File: src/rtl/arp_pkg.sv
// Shared ARP receive constants and FSM state encodings.
// Field values follow the Ethernet/IPv4 ARP header layout.
package arp_pkg;

    localparam int          ARP_LEN    = 28;
    localparam logic [4:0]  LAST_BYTE  = 5'(ARP_LEN - 1);
    localparam logic [15:0] HTYPE_ETH  = 16'h0001;
    localparam logic [15:0] PTYPE_IPV4 = 16'h0800;
    localparam logic [7:0]  HLEN       = 8'd6;
    localparam logic [7:0]  PLEN       = 8'd4;
    localparam logic [15:0] OPER_REQ   = 16'd1;
    localparam logic [15:0] OPER_REP   = 16'd2;

    typedef enum logic [3:0] {
        S_IDLE     = 4'b0001,
        S_REC_DATA = 4'b0010,
        S_CHECK    = 4'b0100,
        S_END      = 4'b1000
    } arp_state_t;

endpackage

File: src/rtl/arp_rx.sv
// ARP payload receiver: captures the 28-byte ARP body, classifies it and
// emits one-cycle result pulses a fixed 30 cycles after the frame request.
module arp_rx
    import arp_pkg::*;
(
    input  logic        clk,
    input  logic        rst_n,
    input  logic [47:0] local_mac_addr,
    input  logic [31:0] local_ip_addr,
    input  logic        arp_rx_req,
    input  logic [7:0]  mac_rx_datain,
    output logic        arp_rx_end,
    output logic        arp_request_req,
    output logic        arp_found,
    output logic        arp_rx_err,
    output logic [47:0] arp_rec_source_mac_addr,
    output logic [31:0] arp_rec_source_ip_addr
);

    arp_state_t  r_state;
    arp_state_t  w_state_nxt;
    logic [4:0]  r_cnt;
    logic [15:0] r_htype;
    logic [15:0] r_ptype;
    logic [7:0]  r_hlen;
    logic [7:0]  r_plen;
    logic [15:0] r_oper;
    logic [47:0] r_sha;
    logic [31:0] r_spa;
    logic [47:0] r_tha;
    logic [31:0] r_tpa;
    logic        r_end;
    logic        r_req;
    logic        r_found;
    logic        r_err;
    logic [47:0] r_src_mac;
    logic [31:0] r_src_ip;

    logic        w_hdr_ok;
    logic        w_tgt_ok;
    logic        w_oper_ok;
    logic        w_eval;
    logic        w_req_p;
    logic        w_found_p;
    logic        w_err_p;
    logic        w_end_p;

    // State register
    always_ff @(posedge clk) begin
        if (!rst_n) begin
            r_state <= S_IDLE;
        end else begin
            r_state <= w_state_nxt;
        end
    end

    // Next-state logic; a new request restarts reception from any state
    always_comb begin
        w_state_nxt = r_state;
        case (r_state)
            S_IDLE: begin
                if (arp_rx_req) w_state_nxt = S_REC_DATA;
                else            w_state_nxt = S_IDLE;
            end
            S_REC_DATA: begin
                if (arp_rx_req)              w_state_nxt = S_REC_DATA;
                else if (r_cnt == LAST_BYTE) w_state_nxt = S_CHECK;
                else                         w_state_nxt = S_REC_DATA;
            end
            S_CHECK: begin
                if (arp_rx_req) w_state_nxt = S_REC_DATA;
                else            w_state_nxt = S_END;
            end
            S_END: begin
                if (arp_rx_req) w_state_nxt = S_REC_DATA;
                else            w_state_nxt = S_IDLE;
            end
            default: w_state_nxt = S_IDLE;
        endcase
    end

    // Frame classification, only meaningful while in CHECK
    always_comb begin
        w_hdr_ok  = (r_htype == HTYPE_ETH) && (r_ptype == PTYPE_IPV4) &&
                    (r_hlen == HLEN) && (r_plen == PLEN);
        w_tgt_ok  = (r_tpa == local_ip_addr);
        w_oper_ok = (r_oper == OPER_REQ) || (r_oper == OPER_REP);
        w_eval    = (r_state == S_CHECK) && !arp_rx_req;
        w_end_p   = w_eval;
        w_req_p   = w_eval && w_hdr_ok && w_tgt_ok && (r_oper == OPER_REQ);
        w_found_p = w_eval && w_hdr_ok && w_tgt_ok && (r_oper == OPER_REP);
        w_err_p   = w_eval && !(w_hdr_ok && w_oper_ok);
    end

    // Byte counter and field capture; multi-byte fields shift in MSB first
    always_ff @(posedge clk) begin
        if (!rst_n) begin
            r_cnt   <= 5'd0;
            r_htype <= 16'd0;
            r_ptype <= 16'd0;
            r_hlen  <= 8'd0;
            r_plen  <= 8'd0;
            r_oper  <= 16'd0;
            r_sha   <= 48'd0;
            r_spa   <= 32'd0;
            r_tha   <= 48'd0;
            r_tpa   <= 32'd0;
        end else if (arp_rx_req || r_state != S_REC_DATA) begin
            r_cnt <= 5'd0;
        end else begin
            r_cnt <= (r_cnt == LAST_BYTE) ? 5'd0 : r_cnt + 5'd1;
            if (r_cnt <= 5'd1)       r_htype <= {r_htype[7:0], mac_rx_datain};
            else if (r_cnt <= 5'd3)  r_ptype <= {r_ptype[7:0], mac_rx_datain};
            else if (r_cnt == 5'd4)  r_hlen  <= mac_rx_datain;
            else if (r_cnt == 5'd5)  r_plen  <= mac_rx_datain;
            else if (r_cnt <= 5'd7)  r_oper  <= {r_oper[7:0], mac_rx_datain};
            else if (r_cnt <= 5'd13) r_sha   <= {r_sha[39:0], mac_rx_datain};
            else if (r_cnt <= 5'd17) r_spa   <= {r_spa[23:0], mac_rx_datain};
            else if (r_cnt <= 5'd23) r_tha   <= {r_tha[39:0], mac_rx_datain};
            else                     r_tpa   <= {r_tpa[23:0], mac_rx_datain};
        end
    end

    // Result pulses and sender latch, visible during the END cycle
    always_ff @(posedge clk) begin
        if (!rst_n) begin
            r_end     <= 1'b0;
            r_req     <= 1'b0;
            r_found   <= 1'b0;
            r_err     <= 1'b0;
            r_src_mac <= 48'd0;
            r_src_ip  <= 32'd0;
        end else begin
            r_end   <= w_end_p;
            r_req   <= w_req_p;
            r_found <= w_found_p;
            r_err   <= w_err_p;
            if (w_req_p || w_found_p) begin
                r_src_mac <= r_sha;
                r_src_ip  <= r_spa;
            end
        end
    end

    assign arp_rx_end              = r_end;
    assign arp_request_req         = r_req;
    assign arp_found               = r_found;
    assign arp_rx_err              = r_err;
    assign arp_rec_source_mac_addr = r_src_mac;
    assign arp_rec_source_ip_addr  = r_src_ip;

endmodule

File: config.mk
export PLATFORM = sky130hd
export DESIGN_NAME = arp_rx
export DESIGN_NICKNAME = d
export VERILOG_FILES = /design/src/rtl/arp_pkg.sv /design/src/rtl/arp_rx.sv
export SDC_FILE = /design/constraint.sdc
export NUM_CORES = 1
export LEC_CHECK = 0
export BUFFER_PORTS_ARGS = -buffer_cell sky130_fd_sc_hd__buf_2
export CAP_MARGIN = 40
export CORE_MARGIN = 2
export CORE_UTILIZATION = 35
export DETAILED_ROUTE_END_ITERATION = 10
export GPL_TIMING_DRIVEN = 0
export PLACE_DENSITY_LB_ADDON = 0.12
export SLEW_MARGIN = 20
export SYNTH_ARGS = -nofsm -noshare
export SYNTH_HDL_FRONTEND = slang
export SYNTH_SLANG_ARGS = --single-unit
export TNS_END_PERCENT = 10
File: constraint.sdc
create_clock -name clk -period 2.85 [get_ports clk]
set_input_delay 0.1425 -clock clk [delete_from_list [all_inputs] [get_ports clk]]
set_output_delay 0.1425 -clock clk [all_outputs]
set_load 0.1 [all_outputs]
# [Word level (Yosys, flattened, before mapping)]
# Cells that the tools add are included.
[classes] bitwise=10 n_mul=0 n_addsub=1 order_cmp=6 div=0 reduce_logical=25 eq_ne=15 muxes=5 shifts=0
[ops] cell="$eq A16 B1 Y1 const B" n=2
[ops] cell="$eq A32 B32 Y1" n=1
[ops] cell="$eq A16 B12 Y1 const B" n=1
[ops] cell="$eq A16 B2 Y1 const B" n=1
[ops] cell="$eq A8 B3 Y1 const B" n=2
[ops] cell="$pmux W4 S3" n=1
[ops] cell="$eq A5 B3 Y1 const B" n=2
[ops] cell="$le A5 B5 Y1 const B" n=2
[ops] cell="$logic_and A1 B1 Y1" n=10
[ops] cell="$not A1 Y1" n=10
[ops] cell="$reduce_and A9 Y1" n=1
[ops] cell="$reduce_and A8 Y1" n=1
[ops] cell="$reduce_and A7 Y1" n=1
[ops] cell="$mux W3" n=2
[ops] cell="$reduce_and A6 Y1" n=1
[ops] cell="$add A5 B1 Y5 const B" n=1
[ops] cell="$eq A5 B5 Y1 const B" n=1
[ops] cell="$le A5 B1 Y1 const B" n=1
[ops] cell="$le A5 B2 Y1 const B" n=1
[ops] cell="$le A5 B3 Y1 const B" n=1
[ops] cell="$le A5 B4 Y1 const B" n=1
[ops] cell="$reduce_and A5 Y1" n=1
[ops] cell="$eq A4 B1 Y1 const B" n=1
[ops] cell="$eq A4 B2 Y1 const B" n=1
[ops] cell="other kinds (12)" n=15
[totals] mem_count=0 out_inout_bits=84 mem_bits_rw=0 latch_bits=0 romBits=0 in_bits=91 elab_cells=78 register_bits=269

# [Depth between registers and ports, before layout]
# Gate-level depths: netlist of run 1.
[logic_depth] word_depth=8 mapped_depth=9

# [Worst setup path before layout of run 1]
# No wires, ideal clock.
[synth_timing] path_kind="register to register" startpoint="register r_cnt[0]" endpoint="register r_sha[27]" n_path_buf=2 synth_period_minus_slack_ns=2.106 path_stages_with_launch=9 path_slack_ns=0.744 t_arrival_ns=1.973 path_cell_list="dfxtp_1 > ha_1 > nor3_1 > nor3b_1 > o2111ai_1 > clkbuf_1 > clkbuf_1 > nand2_1 > a21oi_1"
[synth_between] elab_chain_len=3
[synth_rtl] item="start, declared" line="arp_rx.sv:22" source="logic [4:0] r_cnt;"
[synth_rtl] item="start signal, assigned" line="arp_rx.sv:111" source="r_cnt <= (r_cnt == LAST_BYTE) ? 5'd0 : r_cnt + 5'd1;"
[synth_rtl] item="$le A5 B3 Y1, or another cell as far along" line="arp_rx.sv:116" source="else if (r_cnt <= 5'd7) r_oper <= {r_oper[7:0], mac_rx_datain};"
[synth_rtl] item="$not A1 Y1 (no line)"
[synth_rtl] item="$reduce_and A7 Y1 (no line) *"
[synth_rtl] item="end signal, assigned" line="arp_rx.sv:117" source="else if (r_cnt <= 5'd13) r_sha <= {r_sha[39:0], mac_rx_datain};"
[synth_rtl] item="end, declared" line="arp_rx.sv:28" source="logic [47:0] r_sha;"
# Mark *: on every way between the ends. The rest lies on a longest branch, timed or not.
# A chain may end at the register's enable or synchronous reset.

# [Worst setup path after layout of run 1]
[layout_timing] startpoint="register r_ptype[1]" endpoint="register r_src_ip[7], in the netlist arp_rec_source_ip_addr[7]"
[layout_between] elab_chain_len=8
[layout_rtl] item="start, declared" line="arp_rx.sv:24" source="logic [15:0] r_ptype;"
[layout_rtl] item="start signal, assigned" line="arp_rx.sv:113" source="else if (r_cnt <= 5'd3) r_ptype <= {r_ptype[7:0], mac_rx_datain};"
[layout_rtl] item="$eq A16 B12 Y1 *" line="arp_rx.sv:84" source="w_hdr_ok = (r_htype == HTYPE_ETH) && (r_ptype == PTYPE_IPV4) &&"
[layout_rtl] item="$logic_and A1 B1 Y1 * (2 in series)" line="arp_rx.sv:84"
[layout_rtl] item="$logic_and A1 B1 Y1 *" line="arp_rx.sv:85" source="(r_hlen == HLEN) && (r_plen == PLEN);"
[layout_rtl] item="$logic_and A1 B1 Y1 * (2 in series)" line="arp_rx.sv:90, arp_rx.sv:91"
[layout_rtl] item="$logic_and A1 B1 Y1, on equally long branches" line="arp_rx.sv:90, arp_rx.sv:91"
[layout_rtl] item="$logic_or A1 B1 Y1 *" line="arp_rx.sv:138" source="if (w_req_p || w_found_p) begin"
[layout_rtl] item="end signal, assigned" line="arp_rx.sv:140" source="r_src_ip <= r_spa;"
[layout_rtl] item="end, declared" line="arp_rx.sv:37" source="logic [31:0] r_src_ip;"
# Marked as above.

==> results.txt, run 1 <==
CTS tree = yes
Root Buffer Master = clkbuf_16
Critical Path AT = 3.12 ns
setup slack after layout = 0.203 ns
first-pass GRT wire length = 46.0 mm
via count = 8763
Area after DPL = 11500 um2
H-tree depth = 1
Net count, final = 1431
clock power share = 0.488
TritonCTS buffer count = 29
worst slack, placed = -0.247 ns
Net Count, Synth = 1279
reg2reg end = arp_rec_source_ip_addr[7]
Worst Hold End = r_state[2]
Seq pwr share = 0.487
CP Class = reg -> reg
Worst Setup Start Kind = register
Min-Delay Path Class = in -> reg
crit end category = register
vias per inst = 5.01
Slew @ Worst Pin = 0.748 ns
status = finished, final reports clean
yosys warns = 0
clock sink total = 269
share of layout cells above drive strength 1 = 0.139
largest net degree at the start of global routing = 15
RSZ-0062 raised after global routing = false
first-pass iteration count of the detailed router = 8
Final Core Density = 0.425
Synth cell types = 39
Design Area, Final = 12500 um2
Syn Inst Count = 1185
dpl hpwl = 20.1 mm
Hold Startpoint = arp_rx_req
Tot Pwr = 7.73 mW
Int Power = 6.10 mW
Req. time, crit path = 3.33 ns
final setup fails = 0
All-Layer GR Usage = 0.185
Mapped Avg Cell Area = 8.79 um2
Buffers on Ports = 117
number of max-cap violations = 0
Synth Cell Area = 10400 um2
final worst path period need = 2.65 ns
clock slew at reported path FFs = 0.06 ns
R2R cell count = 7
n_diodes = 0
Achievable Freq = 378 MHz
CP Max Fanout = 10
Clock Path Buffers = 3
R2R Setup Slk = 0.20 ns
Setup Skew = 0.0170 ns
routability-driven placement congestion ratio = 0.773
Max Slew Vio Count = 0
chip height = 176 um
Slew headroom = 0.501
setup_tns = 0 ns
post-route clock period utilization = 0.929
Routed Antenna Nets = 0
hold slack = 0.122 ns
Comb power frac = 0.024
synthesis-to-finish area growth = 20.3%
fin cells = 1749
Worst VDD drop = 0.000428 V
routed wire length = 29.0 mm
Lkg Pwr = 4.84 nW
sw power = 1.64 mW
WL/cell = 16.6 um
PwrDens = 618 nW/um2
worst hold path cell count = 2
initial antenna violation count = 0
I/O pins = 175
worst skew pair latency = 0.55 ns
core box area = 29500 um2
Overflow after GRT = 0
worst r2r src = r_ptype[1]
post-synthesis sequential area ratio = 0.517
die width = 176 um
initial DRC count = 538
initial core utilization = 0.353
DRC viols = 0
vias in the first global route = 8382
sw frac = 0.211
post-placement cell count = 1693
final hold viol count = 0
Die Area = 31100 um2
Rows = 63
Seq cells post-synth = 269
==> synthesized netlist by cell type, drive strengths merged <==
master	instances	area [um2]
a21oi	164	821
a31oi	2	12.5
and3	2	12.5
and3b	2	17.5
buf	12	71.3
clkbuf	94	353
clkinv	1	3.75
dfxtp	269	5390
ha	3	37.5
inv	6	22.5
mux2i	97	971
nand2	164	616
nand2b	4	27.5
nand3	7	35.0
nand3b	3	22.5
nand4	91	569
nand4b	2	17.5
nor2	110	420
nor2b	2	12.5
nor3	4	20.0
nor3b	2	20.0
nor4	17	128
nor4b	4	35.0
o2111a	1	11.3
o2111ai	1	8.76
o21ai	82	410
o21ba	1	10.0
o221a	1	11.3
or4b	1	13.8
xnor2	30	263
xor2	6	52.6
==> power by group through the flow <==
| stage | Combinational (mW) | Sequential, mW | Clock, mW |
|---|---|---|---|
| 6_report | 0.188 | 3.77 | 3.78 |
| 5_1_grt | 0.205 | 3.77 | 4.04 |
| 4_1_cts | 0.190 | 3.77 | 3.88 |
| 3_5_place_dp | 0.188 | 3.85 | 0 |
| 3_3_place_gp | 0.189 | 3.85 | 0 |
| 2_1_floorplan | 0.101 | 3.85 | 0 |
==> what timing repair did <==
action                                  4_1_cts  5_1_grt
buffers inserted                              1        0
pin swaps                                     1        0
hold endpoints to repair                      5        0
endpoints found under the setup margin       80       85
gates resized for setup                       2        5
hold buffers                                  1        0
==> layer usage <==
| layer | wire length (um) | vias up | track usage |
|---|---|---|---|
| met1 | 14100 | 4122 | 0.259 |
| li1 | - | 4428 | - |
| met2 | 13000 | 174 | 0.302 |
| met5 | 0 | - | 0 |
| met4 | 574 | 0 | 0.0444 |
| met3 | 1290 | 39 | 0.0269 |
==> placed cells by master (no fill, tap or decap), types with 2 or more instances in the layout <==
| cell type | count |
|---|---|
| dfxtp_1 | 269 |
| a21oi_1 | 164 |
| nand2_1 | 164 |
| buf_2 | 126 |
| nor2_1 | 109 |
| clkbuf_1 | 104 |
| mux2i_1 | 97 |
| nand4_1 | 91 |
| o21ai_0 | 81 |
| xnor2_1 | 30 |
| clkbuf_16 | 29 |
| nor4_1 | 14 |
| nand3_1 | 6 |
| inv_1 | 6 |
| xor2_1 | 5 |
| clkbuf_8 | 5 |
| buf_6 | 4 |
| nor4b_1 | 4 |
| nand2b_1 | 3 |
| nand3b_1 | 3 |
| nor3_2 | 3 |
| buf_4 | 3 |
| ha_1 | 3 |
| clkinv_2 | 3 |
| bufinv_16 | 3 |
| nand4b_1 | 2 |
| nor2b_1 | 2 |
| a31oi_1 | 2 |
| and3b_1 | 2 |
| nor4_2 | 2 |
==> flip-flops by register name, indices dropped and copies added, names as in the netlist, 4 cells and up <==
signal                   flops
arp_rec_source_ip_addr      32
arp_rec_source_mac_addr     48
r_cnt                        5
r_hlen                       8
r_htype                     16
r_oper                      16
r_plen                       8
r_ptype                     16
r_sha                       48
r_spa                       32
r_state                      4
r_tpa                       32
==> cells by family (layout without fill, tap and decap cells) <==
family                     Yosys count  count (layout)  synth area share
and+or+nand+nor                    415             415             0.189
DFF                                269             269             0.517
adders and majority gates            3               3           0.00361
xor gates and xnor gates            36              36            0.0303
buffers and inverters              113             287            0.0433
muxes                               97              97            0.0933
AOI/OAI and AO/OA                  252             252             0.123
==> how the worst max path moves through the flow <==
stage	startpoint	to	slack [ns]
6_report	r_ptype[1]	arp_rec_source_ip_addr[7]	0.20
5_1_grt	r_ptype[1]	arp_rec_source_ip_addr[7]	0.0004
4_1_cts	r_tpa[18]	arp_rec_source_ip_addr[5]	0.06
3_5_place_dp	r_plen[0]	arp_rec_source_ip_addr[5]	-0.25
3_3_place_gp	r_oper[1]	arp_rec_source_ip_addr[1]	-0.57
2_1_floorplan	r_cnt[0]	r_sha[27]	0.74
==> critical path, cell delays in order, from the launching register on <==
cell and delay [ns]:
dfxtp_1 0.33, nor4b_1 0.43, nand4_1 0.22, nor3_2 0.29, and3_2 0.46, buf_1 0.41
nand4_1 0.23, a21oi_1 0.20
==> final cells by class <==
type	instances	area (um2)
well taps	390	488
multi-input cells	803	4610
clock inverters	7	114
inverters	7	26.3
plain buffers	105	420
flip-flops and latches	269	5390
fillers	3036	17000
clock buffers	46	840
repair buffers	122	637
No activity file was read; power rests on OpenSTA's default activity.
==> run 2: changes to the inputs <==
--- a/config.mk
+++ b/config.mk
@@ -12,6 +12,7 @@
 export DETAILED_ROUTE_END_ITERATION = 10
 export GPL_TIMING_DRIVEN = 0
 export PLACE_DENSITY_LB_ADDON = 0.12
+export RECOVER_POWER = 100
 export SLEW_MARGIN = 20
 export SYNTH_ARGS = -nofsm -noshare
 export SYNTH_HDL_FRONTEND = slang
==> results.txt, run 2 (synthesized netlist as in run 1, its figures left out) <==
status = finished, final reports clean
Most Crowded Layer GR = met2
n_diodes = 0 (unchanged)
area of the multi-input gates = 4600 um2 (-0.19%)
chip height = 176 um (unchanged)
via count = 8720 (-0.49%)
dpl hpwl = 20.1 mm (unchanged)
worst r2r src = r_ptype[1]
most used cell along the critical path = nand4_1
Worst VDD drop = 0.000430 V (+0.36%)
commonest cells after routing, fill and taps aside = 269 x dfxtp_1, 191 x clkbuf_1, 164 x a21oi_1, 164 x nand2_1, 109 x nor2_1
Req. time, crit path = 3.33 ns (about the same)
Slew @ Worst Pin = 1.18 ns (+0.435 ns)
post-route clock period utilization = 0.923 (-0.00596)
Worst Setup Start Kind = register
register area = 5390 um2 (unchanged)
crit path launch = r_ptype[1]
core box area = 29500 um2 (unchanged)
die width = 176 um (unchanged)
Hold Startpoint = arp_rx_req
vias per inst = 4.99 (-0.49%)
clock power share = 0.489 (about the same)
number of max-cap violations = 0 (unchanged)
Clock Path Buffers = 3 (unchanged)
CP Max Fanout = 10 (unchanged)
Max Slew Vio Count = 0 (unchanged)
largest net degree at the start of global routing = 15 (unchanged)
Lkg Pwr = 4.46 nW (-7.7%)
Routed Antenna Nets = 0 (unchanged)
final hold viol count = 0 (unchanged)
filler cell count = 3077 (+1.4%)
clock sink total = 269 (unchanged)
Buffers on Ports = 117 (unchanged)
post-placement cell count = 1693 (unchanged)
worst skew pair latency = 0.55 ns (about the same)
share of layout cells above drive strength 1 = 0.0728 (-0.0662)
Seq pwr share = 0.487 (about the same)
Overflow after GRT = 0 (unchanged)
clock slew at reported path FFs = 0.06 ns (about the same)
Slowest cell on crit path = and3_2
initial DRC count = 571 (+6.1%)
H-tree depth = 1 (unchanged)
first-pass iteration count of the detailed router = 6 (-2)
Int Power = 6.10 mW (about the same)
routability-driven placement congestion ratio = 0.773 (unchanged)
sw power = 1.64 mW (+0.14%)
PwrDens = 624 nW/um2 (+1.1%)
CP cell instances = nor4b_1 > nand4_1 > nor3_2 > and3_2 > buf_1 > nand4_1 > a21oi_1
Bufs and invs on worst path = 1 (unchanged)
Slew headroom = 0.214 (-0.287)
routed wire length = 29.0 mm (+0.14%)
synthesis-to-finish area growth = 19.0%
vias in the first global route = 8382 (unchanged)
crit end category = register
Root Buffer Master = clkbuf_16
GR Util met3 = 0.0269 (unchanged)
critical path's top delay family = simple AND/OR/NAND/NOR gates
crit-path max cell delay = 0.46 ns (about the same)
Min-Delay Path Class = in -> reg
Comb power frac = 0.024 (about the same)
first-pass GRT wire length = 46.0 mm (unchanged)
fin cells = 1749 (unchanged)
DRC viols = 0 (unchanged)
Critical Path AT = 3.11 ns (about the same)
WL/cell = 16.6 um (+0.14%)
Tot Pwr = 7.74 mW (about the same)
initial core utilization = 0.353 (unchanged)
CP Class = reg -> reg
CTS tree = yes
Setup Skew = 0.0167 ns (-0.000304 ns)
Achievable Freq = 380 MHz (+0.65%)
I/O pins = 175 (unchanged)
sw frac = 0.212 (+0.000253)
met1 usage = 0.259 (unchanged)
TritonCTS buffer count = 29 (unchanged)
Die Area = 31100 um2 (unchanged)
Net count, final = 1431 (unchanged)
final worst path period need = 2.63 ns (-0.0170 ns)
Rows = 63 (unchanged)
initial antenna violation count = 0 (unchanged)
final setup fails = 0 (unchanged)
All-Layer GR Usage = 0.185 (unchanged)
commonest non-fill, non-tap cell in the layout = dfxtp_1
met2 global-route usage = 0.302 (unchanged)
RSZ-0062 raised after global routing = false
-- run 2: cell types whose count changed in the layout (fill, tap and decap cells not counted), sizes merged --
cell / previous run / this run
buf: 134 / 41
clkbuf: 138 / 231
-- run 2: metal layers --
layer  share of wire  vias up
li1                -     4427
met1            0.49     4097
met2            0.45      157
met3           0.043       39
met4           0.019        0
met5               0        -
-- run 2: cell type report --
class,instances,share of cell area
plain buffers,105,0.0333
clock buffers,46,0.0678
clock inverters,7,0.00919
inverters,7,0.00212
multi-input cells,803,0.371
flip-flops and latches,269,0.435
well taps,390,0.0394
repair buffers,122,0.0422
-- run 2: repair_timing --
item                                    in CTS  in global routing
pin swaps                                    1                  0
hold buffers                                 1                  0
resized for setup                            2                  5
buffers inserted                             1                  0
hold endpoints to repair                     5                  0
endpoints found under the setup margin      80                 85
-- run 2: worst reg2reg max path: cells and delay by family, from the launching register on --
family,cells,cell delay [ns]
AND/OR/NAND/NOR,5,1.61
buffers and inverters,1,0.42
flip-flops,1,0.33
AO/OA/AOI/OAI,1,0.20
-- run 2: power groups by stage --
stage	registers (mW)	clock network [mW]	logic [mW]
6_report	3.77	3.78	0.188
5_1_grt	3.76	4.04	0.204
4_1_cts	3.77	3.88	0.190
3_5_place_dp	3.85	0	0.188
3_3_place_gp	3.85	0	0.189
2_1_floorplan	3.85	0	0.101
-- run 2: stage by stage --
step	utilization	hold slack (ns)	worst slack (ns)	area (um2)	TNS, ns
after global routing	0.420	0.113	0.000379	12400	0
final	0.420	0.119	0.220	12400	0
after detailed placement	0.390	0.393	-0.247	11500	-9.83
after floorplan	-	0.219	0.744	10400	0
after CTS	0.423	0.0943	0.0607	12500	0
after global placement	0.390	0.389	-0.567	11500	-41.51
-- run 2: final timing paths --
path | end | slack (ns) | cells after the start
worst min-delay path | r_state[2] | 0.12 | 2
worst min register to register | r_sha[44] | 0.45 | 2
worst max register to register | arp_rec_source_ip_addr[7] | 0.22 | 7
worst max-delay path | arp_rec_source_ip_addr[7] | 0.22 | 7
==> run 3: changes to the inputs <==
--- a/config.mk
+++ b/config.mk
@@ -5,8 +5,8 @@
 export SDC_FILE = /design/constraint.sdc
 export NUM_CORES = 1
 export LEC_CHECK = 0
-export BUFFER_PORTS_ARGS = -buffer_cell sky130_fd_sc_hd__buf_2
-export CAP_MARGIN = 40
+export BUFFER_PORTS_ARGS = -buffer_cell sky130_fd_sc_hd__buf_4
+export CAP_MARGIN = 0
 export CORE_MARGIN = 2
 export CORE_UTILIZATION = 35
 export DETAILED_ROUTE_END_ITERATION = 10
==> constraint.sdc (replaced) <==
create_clock -name clk -period 2.85 [get_ports clk]
set_input_delay 0.1425 -clock clk [delete_from_list [all_inputs] [get_ports clk]]
set_output_delay 0.1425 -clock clk [all_outputs]
set_load 0.02 [all_outputs]
==> results.txt, run 3 (synthesized netlist as in run 1, its figures left out) <==
status = finished, final reports clean
CP cell instances = nor4b_1 > nand4_1 > nor3_2 > and3_4 > clkbuf_1 > nand4_1 > a21oi_1
Slowest cell on crit path = nor4b_1
dpl hpwl = 20.0 mm (-0.66%)
Slew headroom = 0.381 (+0.167)
initial core utilization = 0.353 (unchanged)
PwrDens = 619 nW/um2 (-0.78%)
Max Slew Vio Count = 0 (unchanged)
final worst path period need = 2.58 ns (-0.0538 ns)
Buffers on Ports = 117 (unchanged)
vias in the first global route = 8264 (-1.4%)
setup slack after layout = 0.274 ns (+0.0538 ns)
share of layout cells above drive strength 1 = 0.0746 (+0.00175)
core box area = 29500 um2 (unchanged)
first-pass GRT wire length = 46.0 mm (about the same)
Critical Path AT = 3.03 ns (-0.08 ns)
All-Layer GR Usage = 0.185 (about the same)
synthesis-to-finish area growth = 19.7%
Area after DPL = 11800 um2 (+2.4%)
CTS tree = yes
final hold viol count = 0 (unchanged)
hold slack = 0.132 ns (+0.0134 ns)
most used cell along the critical path = nand4_1
Worst Setup Start Kind = register
routed wire length = 29.1 mm (+0.30%)
worst skew pair latency = 0.54 ns (about the same)
Die Area = 31100 um2 (unchanged)
CP Class = reg -> reg
vias per inst = 5.01 (+0.57%)
crit end category = register
first-pass iteration count of the detailed router = 5 (-1)
Final Core Density = 0.423 (+0.00229)
die width = 176 um (unchanged)
Design Area, Final = 12500 um2 (+0.55%)
chip height = 176 um (unchanged)
RSZ-0062 raised after global routing = false
critical path's top delay family = simple AND/OR/NAND/NOR gates
Lkg Pwr = 4.49 nW (+0.59%)
initial antenna violation count = 1 (+1)
Routed Antenna Nets = 0 (unchanged)
crit-path max cell delay = 0.45 ns (about the same)
DRC viols = 0 (unchanged)
routability-driven placement congestion ratio = 0.806 (+4.2%)
number of max-cap violations = 0 (unchanged)
post-placement cell count = 1692 (-0.059%)
Net count, final = 1428 (-0.21%)
commonest non-fill, non-tap cell in the layout = dfxtp_1
Tot Pwr = 7.72 mW (-0.24%)
final setup fails = 0 (unchanged)
Bufs and invs on worst path = 1 (unchanged)
CP Max Fanout = 10 (unchanged)
initial DRC count = 606 (+6.1%)
WL/cell = 16.7 um (+0.53%)
Worst VDD drop = 0.000408 V (-5.1%)
Slew @ Worst Pin = 0.928 ns (-0.256 ns)
filler cell count = 3119 (+1.4%)
clock slew at reported path FFs = 0.06 ns (about the same)
post-route clock period utilization = 0.904 (-0.0189)
TritonCTS buffer count = 29 (unchanged)
fin cells = 1745 (-0.23%)
I/O pins = 175 (unchanged)
worst slack, placed = -0.256 ns (-0.00904 ns)
largest net degree at the start of global routing = 14 (-1)
Overflow after GRT = 0 (unchanged)
H-tree depth = 1 (unchanged)
Clock Path Buffers = 3 (unchanged)
clock sink total = 269 (unchanged)
Root Buffer Master = clkbuf_16
Min-Delay Path Class = in -> reg
commonest cells after routing, fill and taps aside = 269 x dfxtp_1, 185 x clkbuf_1, 164 x a21oi_1, 164 x nand2_1, 109 x nor2_1
Rows = 63 (unchanged)
Achievable Freq = 388 MHz (+2.1%)
via count = 8750 (+0.34%)
Req. time, crit path = 3.31 ns (-0.02 ns)
setup_tns = 0 ns (unchanged)
Setup Skew = 0.0131 ns (-0.00362 ns)
[run 3: repair_timing]
action,CTS,global route
buffers inserted,1,0
pin swaps,1,0
gates cloned,0,0
hold buffers,1,0
gates resized for setup,2,7
endpoints found under the hold margin,5,0
endpoints found under the setup margin,82,103
[run 3: where the power goes]
group	internal, mW	total [mW]	leakage [nW]	switching (mW)
clock network	2.27	3.75	0.472	1.48
logic	0.0679	0.199	1.85	0.131
registers	3.76	3.77	2.17	0.00380
[run 3: final cells by class]
| type | instances | area (um2) | share of cell area |
|---|---|---|---|
| flip-flops and latches | 269 | 5390 | 0.432 |
| multi-input cells | 803 | 4610 | 0.370 |
| clock buffers | 46 | 880 | 0.0706 |
| repair buffers | 119 | 578 | 0.0464 |
| well taps | 390 | 488 | 0.0392 |
| plain buffers | 105 | 418 | 0.0335 |
| clock inverters | 5 | 75.1 | 0.00603 |
| inverters | 7 | 26.3 | 0.00211 |
| diodes | 1 | 2.50 | 0.000201 |
[run 3: final timing paths]
check | start | endpoint | slack [ns] | depth (start not counted)
worst max-delay path | r_ptype[1] | arp_rec_source_ip_addr[5] | 0.27 | 7
worst min-delay path | arp_rx_req | r_state[2] | 0.13 | 2
worst max register to register | r_ptype[1] | arp_rec_source_ip_addr[5] | 0.27 | 7
worst min register to register | r_sha[44] | r_sha[44] | 0.47 | 2
[run 3: metal layers]
layer  routed length [um]  up-vias  part of all wire  global-route usage
li1                     -     4409                 -                   -
met1                14100     4131              0.48               0.265
met2                13200      168              0.45               0.297
met3                 1320       42             0.045              0.0254
met4                  509        0             0.017              0.0430
met5                    0        -                 0                   0
